[src/rtl/control_unit_fsm_if.sv]
// ----------------------------------------------------------------------------
// control_unit_fsm_if
//   Control bundle between the instruction sequencer and the 8-bit computer
//   datapath / memory system.
//
//   Datapath -> controller : IR (opcode), CCR ({N,Z,V,C})
//   Controller -> datapath : IR_Load, MAR_Load, PC_Load, PC_Inc, A_Load,
//                            B_Load, ALU_Sel[2:0], CCR_Load, Bus1_Sel[1:0],
//                            Bus2_Sel[1:0], write, illegal_op
//
//   master : the controller (drives strobes, reads IR/CCR)
//   slave  : the datapath   (reads strobes, drives IR/CCR)
// ----------------------------------------------------------------------------
interface control_unit_fsm_if;
    logic [7:0] IR;
    logic [3:0] CCR;
    logic       IR_Load;
    logic       MAR_Load;
    logic       PC_Load;
    logic       PC_Inc;
    logic       A_Load;
    logic       B_Load;
    logic [2:0] ALU_Sel;
    logic       CCR_Load;
    logic [1:0] Bus1_Sel;
    logic [1:0] Bus2_Sel;
    logic       write;
    logic       illegal_op;

    modport master (
        input  IR, CCR,
        output IR_Load, MAR_Load, PC_Load, PC_Inc, A_Load, B_Load,
               ALU_Sel, CCR_Load, Bus1_Sel, Bus2_Sel, write, illegal_op
    );

    modport slave (
        output IR, CCR,
        input  IR_Load, MAR_Load, PC_Load, PC_Inc, A_Load, B_Load,
               ALU_Sel, CCR_Load, Bus1_Sel, Bus2_Sel, write, illegal_op
    );
endinterface

[src/rtl/control_unit_fsm.sv]
// ----------------------------------------------------------------------------
// control_unit_fsm
//   Moore instruction sequencer for the 8-bit computer. Fetches opcodes and
//   operands from the synchronous program ROM through MAR/PC, decodes them and
//   drives every datapath strobe.
//
//   Parameters
//     ADDR_BYTES : operand address bytes for *_DIR and branches (1 or 2).
//                  With 2, the leading high byte is fetched and discarded.
//   Ports
//     clk   : system clock, rising edge
//     reset : asynchronous, active-low
//     bus   : control_unit_fsm_if.master (IR/CCR in, all strobes out)
// ----------------------------------------------------------------------------
module control_unit_fsm #(
    parameter int unsigned ADDR_BYTES = 2
) (
    input  logic               clk,
    input  logic               reset,
    control_unit_fsm_if.master bus
);

    localparam logic [7:0] OP_LDA_IMM = 8'h86;
    localparam logic [7:0] OP_LDA_DIR = 8'h87;
    localparam logic [7:0] OP_LDB_IMM = 8'h88;
    localparam logic [7:0] OP_LDB_DIR = 8'h89;
    localparam logic [7:0] OP_STA_DIR = 8'h96;
    localparam logic [7:0] OP_STB_DIR = 8'h97;

    localparam logic [1:0] B1_PC  = 2'b00;
    localparam logic [1:0] B1_A   = 2'b01;
    localparam logic [1:0] B1_B   = 2'b10;
    localparam logic [1:0] B2_ALU = 2'b00;
    localparam logic [1:0] B2_B1  = 2'b01;
    localparam logic [1:0] B2_MEM = 2'b10;

    // S_RESET is only occupied while reset is asserted, so that the first
    // edge after release presents FETCH_0 with every strobe low beforehand.
    typedef enum logic [4:0] {
        S_RESET,
        FETCH_0, FETCH_1, FETCH_2, DECODE_3,
        IMM_4, IMM_5, IMM_6,
        ADR_4, ADR_5, ADR_6, ADR_7, ADR_8,
        LD_9, LD_10,
        ST_9,
        BR_8,
        ALU_4
    } state_t;

    typedef struct packed {
        logic       ir_load;
        logic       mar_load;
        logic       pc_inc;
        logic       a_load;
        logic       b_load;
        logic [2:0] alu_sel;
        logic       ccr_load;
        logic [1:0] bus1_sel;
        logic [1:0] bus2_sel;
        logic       write;
    } ctl_t;

    state_t state;
    state_t state_nxt;
    ctl_t   ctl_q;

    function automatic logic is_imm(input logic [7:0] op);
        return (op == OP_LDA_IMM) || (op == OP_LDB_IMM);
    endfunction

    function automatic logic is_ld_dir(input logic [7:0] op);
        return (op == OP_LDA_DIR) || (op == OP_LDB_DIR);
    endfunction

    function automatic logic is_st_dir(input logic [7:0] op);
        return (op == OP_STA_DIR) || (op == OP_STB_DIR);
    endfunction

    function automatic logic is_branch(input logic [7:0] op);
        return (op >= 8'h20) && (op <= 8'h28);
    endfunction

    function automatic logic is_alu(input logic [7:0] op);
        return (op >= 8'h42) && (op <= 8'h4C);
    endfunction

    function automatic logic is_legal(input logic [7:0] op);
        return is_imm(op) || is_ld_dir(op) || is_st_dir(op) ||
               is_branch(op) || is_alu(op);
    endfunction

    // {use_b, alu_sel}: use_b routes B onto Bus1 and makes B the destination.
    function automatic logic [3:0] alu_decode(input logic [7:0] op);
        logic [3:0] r;
        r = '0;
        case (op)
            8'h42:   r = {1'b0, 3'b000};
            8'h43:   r = {1'b0, 3'b001};
            8'h44:   r = {1'b0, 3'b010};
            8'h45:   r = {1'b0, 3'b011};
            8'h46:   r = {1'b0, 3'b100};
            8'h47:   r = {1'b1, 3'b100};
            8'h48:   r = {1'b0, 3'b101};
            8'h49:   r = {1'b1, 3'b101};
            8'h4A:   r = {1'b0, 3'b110};
            8'h4B:   r = {1'b0, 3'b111};
            8'h4C:   r = {1'b1, 3'b111};
            default: r = '0;
        endcase
        return r;
    endfunction

    // CCR = {N,Z,V,C}
    function automatic logic branch_taken(input logic [7:0] op, input logic [3:0] f);
        logic t;
        t = 1'b0;
        case (op)
            8'h20:   t = 1'b1;
            8'h21:   t = f[3];
            8'h22:   t = ~f[3];
            8'h23:   t = f[2];
            8'h24:   t = ~f[2];
            8'h25:   t = f[1];
            8'h26:   t = ~f[1];
            8'h27:   t = f[0];
            8'h28:   t = ~f[0];
            default: t = 1'b0;
        endcase
        return t;
    endfunction

    function automatic state_t after_addr(input logic [7:0] op);
        return is_branch(op) ? BR_8 : ADR_8;
    endfunction

    function automatic state_t next_state(input state_t s, input logic [7:0] op);
        state_t n;
        n = FETCH_0;
        case (s)
            S_RESET:  n = FETCH_0;
            FETCH_0:  n = FETCH_1;
            FETCH_1:  n = FETCH_2;
            FETCH_2:  n = DECODE_3;
            DECODE_3: begin
                if (is_imm(op))
                    n = IMM_4;
                else if (is_ld_dir(op) || is_st_dir(op) || is_branch(op))
                    n = ADR_4;
                else if (is_alu(op))
                    n = ALU_4;
                else
                    n = FETCH_0;
            end
            IMM_4:    n = IMM_5;
            IMM_5:    n = IMM_6;
            ADR_4:    n = ADR_5;
            ADR_5:    n = (ADDR_BYTES >= 2) ? ADR_6 : after_addr(op);
            ADR_6:    n = ADR_7;
            ADR_7:    n = after_addr(op);
            ADR_8:    n = is_st_dir(op) ? ST_9 : LD_9;
            LD_9:     n = LD_10;
            default:  n = FETCH_0;
        endcase
        return n;
    endfunction

    function automatic ctl_t decode(input state_t s, input logic [7:0] op);
        ctl_t       c;
        logic [3:0] a;
        c = '0;
        a = alu_decode(op);
        case (s)
            FETCH_0, IMM_4, ADR_4, ADR_6: begin
                c.bus1_sel = B1_PC;
                c.bus2_sel = B2_B1;
                c.mar_load = 1'b1;
            end
            FETCH_1, IMM_5, ADR_5, ADR_7: c.pc_inc = 1'b1;
            FETCH_2: begin
                c.bus2_sel = B2_MEM;
                c.ir_load  = 1'b1;
            end
            IMM_6, LD_10: begin
                c.bus2_sel = B2_MEM;
                c.a_load   = (op == OP_LDA_IMM) || (op == OP_LDA_DIR);
                c.b_load   = (op == OP_LDB_IMM) || (op == OP_LDB_DIR);
            end
            ADR_8: begin
                c.bus2_sel = B2_MEM;
                c.mar_load = 1'b1;
            end
            ST_9: begin
                c.bus1_sel = (op == OP_STA_DIR) ? B1_A : B1_B;
                c.write    = 1'b1;
            end
            BR_8: c.bus2_sel = B2_MEM;
            ALU_4: begin
                c.bus1_sel = a[3] ? B1_B : B1_A;
                c.bus2_sel = B2_ALU;
                c.alu_sel  = a[2:0];
                c.a_load   = ~a[3];
                c.b_load   = a[3];
                c.ccr_load = 1'b1;
            end
            default: c = '0;
        endcase
        return c;
    endfunction

    always_comb begin
        state_nxt = next_state(state, bus.IR);
    end

    // Strobes are registered from the decode of the state being entered, so
    // they line up with the state register and clear asynchronously on reset.
    always_ff @(posedge clk or negedge reset) begin
        if (!reset) begin
            state <= S_RESET;
            ctl_q <= '0;
        end else begin
            state <= state_nxt;
            ctl_q <= decode(state_nxt, bus.IR);
        end
    end

    assign bus.IR_Load  = ctl_q.ir_load;
    assign bus.MAR_Load = ctl_q.mar_load;
    assign bus.PC_Inc   = ctl_q.pc_inc;
    assign bus.A_Load   = ctl_q.a_load;
    assign bus.B_Load   = ctl_q.b_load;
    assign bus.ALU_Sel  = ctl_q.alu_sel;
    assign bus.CCR_Load = ctl_q.ccr_load;
    assign bus.Bus1_Sel = ctl_q.bus1_sel;
    assign bus.Bus2_Sel = ctl_q.bus2_sel;
    assign bus.write    = ctl_q.write;

    // These two depend on IR/CCR as seen during the state itself: IR is only
    // valid once DECODE_3 is reached, and the branch condition uses CCR in BR_8.
    assign bus.PC_Load    = (state == BR_8) && branch_taken(bus.IR, bus.CCR);
    assign bus.illegal_op = (state == DECODE_3) && !is_legal(bus.IR);

endmodule

[src/flat_wrapper.sv]
// flat-port wrapper written by rule: the top's interface ports become plain ports
module control_unit_fsm_flat 
#(
    parameter int unsigned ADDR_BYTES = 2
)
  (clk, reset, bus_IR, bus_CCR, bus_IR_Load, bus_MAR_Load, bus_PC_Load, bus_PC_Inc, bus_A_Load, bus_B_Load, bus_ALU_Sel, bus_CCR_Load, bus_Bus1_Sel, bus_Bus2_Sel, bus_write, bus_illegal_op);
  control_unit_fsm_if bus_i ();
  input  logic clk;
  input  logic reset;
  input wire logic [$bits(bus_i.IR)-1:0] bus_IR;
  input wire logic [$bits(bus_i.CCR)-1:0] bus_CCR;
  output wire logic [$bits(bus_i.IR_Load)-1:0] bus_IR_Load;
  output wire logic [$bits(bus_i.MAR_Load)-1:0] bus_MAR_Load;
  output wire logic [$bits(bus_i.PC_Load)-1:0] bus_PC_Load;
  output wire logic [$bits(bus_i.PC_Inc)-1:0] bus_PC_Inc;
  output wire logic [$bits(bus_i.A_Load)-1:0] bus_A_Load;
  output wire logic [$bits(bus_i.B_Load)-1:0] bus_B_Load;
  output wire logic [$bits(bus_i.ALU_Sel)-1:0] bus_ALU_Sel;
  output wire logic [$bits(bus_i.CCR_Load)-1:0] bus_CCR_Load;
  output wire logic [$bits(bus_i.Bus1_Sel)-1:0] bus_Bus1_Sel;
  output wire logic [$bits(bus_i.Bus2_Sel)-1:0] bus_Bus2_Sel;
  output wire logic [$bits(bus_i.write)-1:0] bus_write;
  output wire logic [$bits(bus_i.illegal_op)-1:0] bus_illegal_op;
  assign bus_i.IR = bus_IR;
  assign bus_i.CCR = bus_CCR;
  assign bus_IR_Load = bus_i.IR_Load;
  assign bus_MAR_Load = bus_i.MAR_Load;
  assign bus_PC_Load = bus_i.PC_Load;
  assign bus_PC_Inc = bus_i.PC_Inc;
  assign bus_A_Load = bus_i.A_Load;
  assign bus_B_Load = bus_i.B_Load;
  assign bus_ALU_Sel = bus_i.ALU_Sel;
  assign bus_CCR_Load = bus_i.CCR_Load;
  assign bus_Bus1_Sel = bus_i.Bus1_Sel;
  assign bus_Bus2_Sel = bus_i.Bus2_Sel;
  assign bus_write = bus_i.write;
  assign bus_illegal_op = bus_i.illegal_op;
  control_unit_fsm #(.ADDR_BYTES(ADDR_BYTES)) u_core (.clk(clk), .reset(reset), .bus(bus_i));
endmodule
[config.mk]
export PLATFORM = sky130hd
export DESIGN_NAME = control_unit_fsm_flat
export DESIGN_NICKNAME = d
export VERILOG_FILES = /design/src/rtl/control_unit_fsm_if.sv /design/src/rtl/control_unit_fsm.sv /design/src/flat_wrapper.sv
export SDC_FILE = /design/constraint.sdc
export NUM_CORES = 1
export LEC_CHECK = 0
export CAP_MARGIN = 20
export CORE_MARGIN = 4
export CORE_UTILIZATION = 43
export CTS_CLUSTER_SIZE = 14
export DETAILED_ROUTE_END_ITERATION = 8
export PLACE_DENSITY = 0.75
export SYNTH_ARGS = -nofsm -noshare
export SYNTH_HDL_FRONTEND = slang
export SYNTH_SLANG_ARGS = --single-unit
[constraint.sdc]
create_clock -name clk -period 1.6 [get_ports clk]
set_clock_uncertainty 0.05 [all_clocks]
set_input_delay 0.16 -clock clk [delete_from_list [all_inputs] [get_ports clk]]
set_output_delay 0.16 -clock clk [all_outputs]
set_load 0.02 [all_outputs]
==> impl_results.md, run 1 <==
- Die height: 60.4 um
- Slowest stage delay, CP: 0.44 ns
- Worst setup SP type: register
- WP data required: 1.76 ns
- Crit-path cells: buf_6 -> nor3b_4 -> o2111ai_4 -> o31a_1 -> o211a_1 -> o31ai_2
- Core area: 2540 um2
- Final hold viol count: 0
- Critical Path Sink Type: register
- CTS Hold Bufs: 0
- R2R cell count: 6
- Starting Density: 0.464
- WL/cell: 21.9 um
- Top Metal Used: met4
- Post-DP HPWL: 2.86 mm
- Initial DRC count: 115
- Worst vdd ir: 0.00137 V
- Asr flop ratio synth: 1.00
- DRT Pass-1 Iters: 4
- Slew headroom: 0.691
- Maxcap violations: 0
- Outcome: finished with violations
- Floorplan row count: 18
- CTS buffer count: 3
- Tcrit/Tclk final: 1.13
- Pwr Density: 1160 nW/um2
- CTS root buffer: clkbuf_4
- Ranking of synthesized cells by area: dfrtp_1, nor2_1, nand2_1
- Most common cell in the netlist: dfrtp_1
- Filler Cells Inserted: 127
- M1 WL: 2.17 mm
- Final worst slack: -0.215 ns
- Minimum clock period: 1.81 ns
- N_diodes: 0
- Clk sink count: 19
- Area delta synth->final: 84.3%
- Met3 Routed Length: 390 um
- Worst r2r src: u_core.state[4]$_DFF_PN0_
- Net count, final: 233
- Top-area cell type share of the netlist area: 0.403
- Least-Margin Pin Slew: 0.463 ns
- Final setup TNS: -0.755 ns
- Die area: 3650 um2
- Post-Route WL: 5.42 mm
- All-Layer GR Usage: 0.275
- Crit Path Class: register to register
- Wire length on met2: 2.60 mm
- Clk buf depth: 2
- # IOs: 30
- Slew Limit Fails: 0
- Crit Reg-Reg Endpoint: u_core.bus.PC_Inc$_DFF_PN0_
- Largest net degree at the start of global routing: 20
- Synth Flop Type: dfrtp_1
- Clock transition at path regs: 0.12 ns
- RSZ-0062 raised after global routing: yes
- Crit path launch: u_core.state[4]$_DFF_PN0_
- Vias per cell: 6.15
- Flip-flop and latch count after synthesis: 19
- GRT overflow: 0
- Maximum clock rate: 0.551 GHz
- H-tree levels: 1
- CP Max Fanout: 10
- Leading area contributor after synthesis: dfrtp_1
- Post-synthesis sequential area ratio: 0.403
- Routability Congestion: 0.853
- Post-Syn Nets: 150
- Final setup vio count: 13
- Buffers added on ports: 29
- Cells after synthesis: 136
- Chip Width: 60.4 um
- Vias: 1524
- Placed cells: 227
- Synth top cells by count: dfrtp_1, nor2_1, nand2_1
- ANT nets after route: 0
- Fraction of layout cells with a size suffix above 1: 0.491
- Worst skew pair latency: 0.30 ns
- Final core occ: 0.855
- Crit-path slowest cell: dfrtp_1
- Non-filler cells, final: 248
- Mapped Area: 1180 um2
- Post-synthesis cell type count: 46
- R2r setup slk: -0.21 ns
- Mean Syn Cell Area: 8.68 um2
- First-pass GRT wire length: 7.45 mm
- Post-synth EDFFs: 0
- CTS tree: done
- Pleak: 0.961 nW
- Failing checks: negative setup slack
- DRC errors left: 0
- Initial antenna violation count: 0
- Vias in the first global route: 1549
- Crit path arrival time: 1.97 ns
- Yosys warning total: 0
- HP Class: input port to asynchronous set/reset pin
how the worst max path moves through the flow:
stage | endpoint | slack, ns | depth (start not counted)
CTS | bus_PC_Load | -0.06 | 4
global route | u_core.bus.PC_Inc$_DFF_PN0_ | -0.26 | 6
finish | u_core.bus.PC_Inc$_DFF_PN0_ | -0.21 | 6
global placement | bus_illegal_op | -0.81 | 6
floorplan | u_core.bus.Bus1_Sel[1]$_DFF_PN0_ | -0.02 | 6
detailed placement | bus_illegal_op | -0.92 | 6
kinds of logic after synthesis:
group,after synthesis,synth area share
flops,19,0.403
mux,1,0.00847
compound gates,42,0.263
simple gates,59,0.279
buf+inv,15,0.0477
cell usage in the layout (no fill, tap or decap), types with 2 or more instances in the layout:
master / instances
inv_1: 4
nand2_1: 12
o21ai_1: 2
clkbuf_4: 3
a21oi_2: 2
dfrtp_1: 18
nor2_2: 4
nor2_1: 9
clkdlybuf4s50_1: 17
o31a_1: 3
buf_2: 3
buf_6: 16
a21oi_1: 6
or3b_4: 2
o21ai_0: 5
buf_4: 49
and3_4: 2
o31ai_2: 2
nand3_1: 4
nand3b_1: 5
dlymetal6s2s_1: 2
nor3_1: 3
worst max-delay path: cells and delay by family (launching register included):
kind	cells	cell delay [ns]
AOI/OAI and AO/OA	4	0.78
buffers and inverters	1	0.17
DFF	1	0.44
and+or+nand+nor	1	0.28
per-stage QoR:
stage / hold slack, ns / cell area [um2] / setup slack (ns) / power (mW)
CTS: 0.142 / 2060 / -0.0632 / 2.23
floorplan: -0.186 / 1210 / -0.0194 / 1.31
global placement: 0.463 / 1820 / -0.805 / 1.80
detailed placement: 0.468 / 1820 / -0.919 / 1.83
finish: 0.128 / 2180 / -0.215 / 2.53
global route: 0.150 / 2180 / -0.261 / 2.63
report_power, final:
group	total, mW	leakage (nW)	internal [mW]	switching (mW)
Clock	0.260	0.0150	0.0971	0.163
Combinational	1.61	0.694	0.736	0.873
Sequential	0.657	0.252	0.585	0.0725
Total	2.53	0.961	1.42	1.11
flip-flops by register name, indices dropped and copies added (netlist names):
register and cells:
u_core.bus.ALU_Sel 3, u_core.bus.A_Load 1, u_core.bus.B_Load 1, u_core.bus.Bus1_Sel 2, u_core.bus.Bus2_Sel 2, u_core.bus.CCR_Load 1
u_core.bus.IR_Load 1, u_core.bus.MAR_Load 1, u_core.bus.PC_Inc 1, u_core.bus.write 1, u_core.state 5
routing by layer:
layer / track usage / vias up
met5: 0 / -
met4: 0.121 / 0
met1: 0.324 / 722
met2: 0.495 / 95
li1: - / 673
met3: 0.0404 / 34
layout make-up:
cell class | count | area, um2 | share of cell area
Multi-Input combinational cell | 102 | 848 | 0.390
Sequential cell | 19 | 477 | 0.219
Inverter | 5 | 21.3 | 0.00977
Clock buffer | 4 | 26.3 | 0.0121
Timing Repair Buffer | 88 | 767 | 0.352
Tap cell | 30 | 37.5 | 0.0172
repair_timing:
action	CTS	global route
pin swaps	18	21
endpoints found under the setup margin	18	16
resized for setup	67	25
setup buffers	16	2
Power figures use the tool's default switching activity.
==> run 2, diff against run 1 <==
- CORE_UTILIZATION: 43 -> 30
- PLACE_DENSITY: 0.75 -> 0.66
- SLEW_MARGIN: not set -> 25
==> run 2 against run 1 <==
  * Non-clock buffer count down 17
  * Via count down 16%
  * The run still ends with negative setup slack left
  * Highest routed layer unchanged
  * Die area up 37%
  * Critical path depth up 2
  * Largest power group unchanged
  * Critical endpoint is now u_core.bus.Bus1_Sel[1]$_DFF_PN0_
  * Combinational power down 22%
  * Register-to-register slack better by 0.16 ns
  * Flip-flop and latch count unchanged
==> impl_results.md, run 2 (synthesis results as in run 1) <==
- Worst setup SP type: input port
- ANT nets after route: 0
- DRC errors left: 0
- Core area: 3740 um2
- Vias in the first global route: 1276
- Chip Width: 70.7 um
- Least-Margin Pin Slew: 0.375 ns
- R2R cell count: 7
- Area post-placement: 1790 um2
- Critical Path Sink Type: register
- Non-filler cells, final: 249
- Clk sink count: 19
- DRT Pass-1 Iters: 4
- Vias per cell: 5.14
- Die area: 5000 um2
- Starting Density: 0.316
- Sw frac: 0.395
- Final worst slack: -0.0897 ns
- Floorplan row count: 22
- # IOs: 30
- Pwr Density: 1110 nW/um2
- P_int: 1.35 mW
- Maxcap violations: 0
- Routability Congestion: 0.851
- RSZ-0062 raised after global routing: yes
- Die height: 70.7 um
- First-pass GRT wire length: 5.95 mm
- Outcome: finished with violations
- Worst hold slack: 0.186 ns
- Post-Route WL: 3.47 mm
- Vias: 1281
- Sequential Power Share: 0.298
- Minimum clock period: 1.69 ns
- GRT overflow: 0
- Initial antenna violation count: 0
- Finished layout cell area: 2020 um2
- Comb pwr share: 0.560
- Clock transition at path regs: 0.07 ns
- Switching power: 884 uW
- Largest register FFs: 5
- Final hold viol count: 0
- Crit Reg-Reg Endpoint: u_core.bus.A_Load$_DFF_PN0_
- Maximum clock rate: 0.592 GHz
- Final core occ: 0.539
- Area delta synth->final: 71.0%
- Failing checks: negative setup slack
- Leading cell type in the layout, fill and taps excluded: buf_4
- CP Max Fanout: 4
- Initial DRC count: 61
- WL/cell: 14.0 um
- Crit Path Class: input port to register
- All-Layer GR Usage: 0.144
- Final setup vio count: 10
- Commonest non-fill, non-tap cells in the layout: buf_4, clkdlybuf4s50_1, dfrtp_1, nand2_1, buf_6
- N_diodes: 0
- Net count, final: 216
- Placed cells: 239
- Worst vdd ir: 0.000480 V
- Clk pwr share: 0.142
- HP Class: input port to asynchronous set/reset pin
- Worst r2r src: u_core.state[1]$_DFF_PN0_
- Worst skew pair latency: 0.25 ns
- CTS root buffer: clkbuf_8
- Post-DP HPWL: 2.63 mm
- Fraction of layout cells with a size suffix above 1: 0.423
- Slew headroom: 0.747
- CTS buffer count: 3
- Crit path launch: bus_IR[2]
- Pleak: 0.878 nW
- CTS tree: done
- H-tree levels: 1
- Tcrit/Tclk final: 1.06
- Final Power: 2.24 mW
- Biggest register: u_core.state
- Clk buf depth: 2
- Largest net degree at the start of global routing: 20
- R2r setup slk: -0.05 ns
- Buffers added on ports: 29
- Crit path arrival time: 1.77 ns
- Slew Limit Fails: 0
- WP data required: 1.69 ns
run 2: cell count changes in the layout (fill, tap and decap cells not counted), moves of 2 or more:
cell / delta
o21ai_1: -2
o21ai_0: +2
buf_6: -6
clkbuf_4: -3
buf_4: -11
clkbuf_8: +3
run 2: critical path, stage by stage:
cell	delay [ns]
buf_6	0.09
or3b_4	0.42
o21a_1	0.22
buf_4	0.13
o31a_1	0.34
nand3_4	0.16
inv_4	0.05
a22o_1	0.20
run 2: stage by stage:
stage               worst slack (ns)  setup TNS (ns)
floorplan                    -0.0194         -0.0216
global placement              -0.856          -10.82
finish                       -0.0897          -0.450
detailed placement            -0.869          -11.26
global route                  -0.122          -0.863
CTS                          -0.0830          -0.451
run 2: cell type report:
type | count | area (um2)
clock buffers | 4 | 45.0
fillers | 345 | 1720
inverters | 5 | 21.3
multi-input cells | 102 | 798
flip-flops and latches | 19 | 478
well taps | 48 | 60.1
repair buffers | 71 | 617
run 2: metal layers:
metal	global-route usage	vias up	wire length [um]
met4	0.0313	0	19
met1	0.183	615	1540
li1	-	637	-
met2	0.258	26	1800
met5	0	-	0
met3	0.0185	3	115
run 2: worst max path at each step:
stage                                       end  cells past startpoint
2_1_floorplan  u_core.bus.Bus1_Sel[1]$_DFF_PN0_                      6
3_3_place_gp                     bus_illegal_op                      7
3_5_place_dp                     bus_illegal_op                      7
4_1_cts                          bus_illegal_op                      7
5_1_grt             u_core.bus.PC_Inc$_DFF_PN0_                      6
6_report       u_core.bus.Bus1_Sel[1]$_DFF_PN0_                      8
run 2: power by group through the flow:
stage | clock [mW] | combinational (mW) | sequential [mW]
CTS | 0.325 | 1.17 | 0.656
global route | 0.355 | 1.37 | 0.675
detailed placement | 0 | 1.12 | 0.648
global placement | 0 | 1.10 | 0.647
floorplan | 0 | 0.611 | 0.702
finish | 0.318 | 1.25 | 0.666
run 2: timing repair:
item                                   in CTS  in global routing
gates cloned                                0                  0
gates resized for setup                    57                 21
endpoints found under the hold margin       0                  0
setup buffers                               3                  3
hold buffers                                0                  0
setup endpoints to repair                  19                 15
pin swaps                                  13                 12
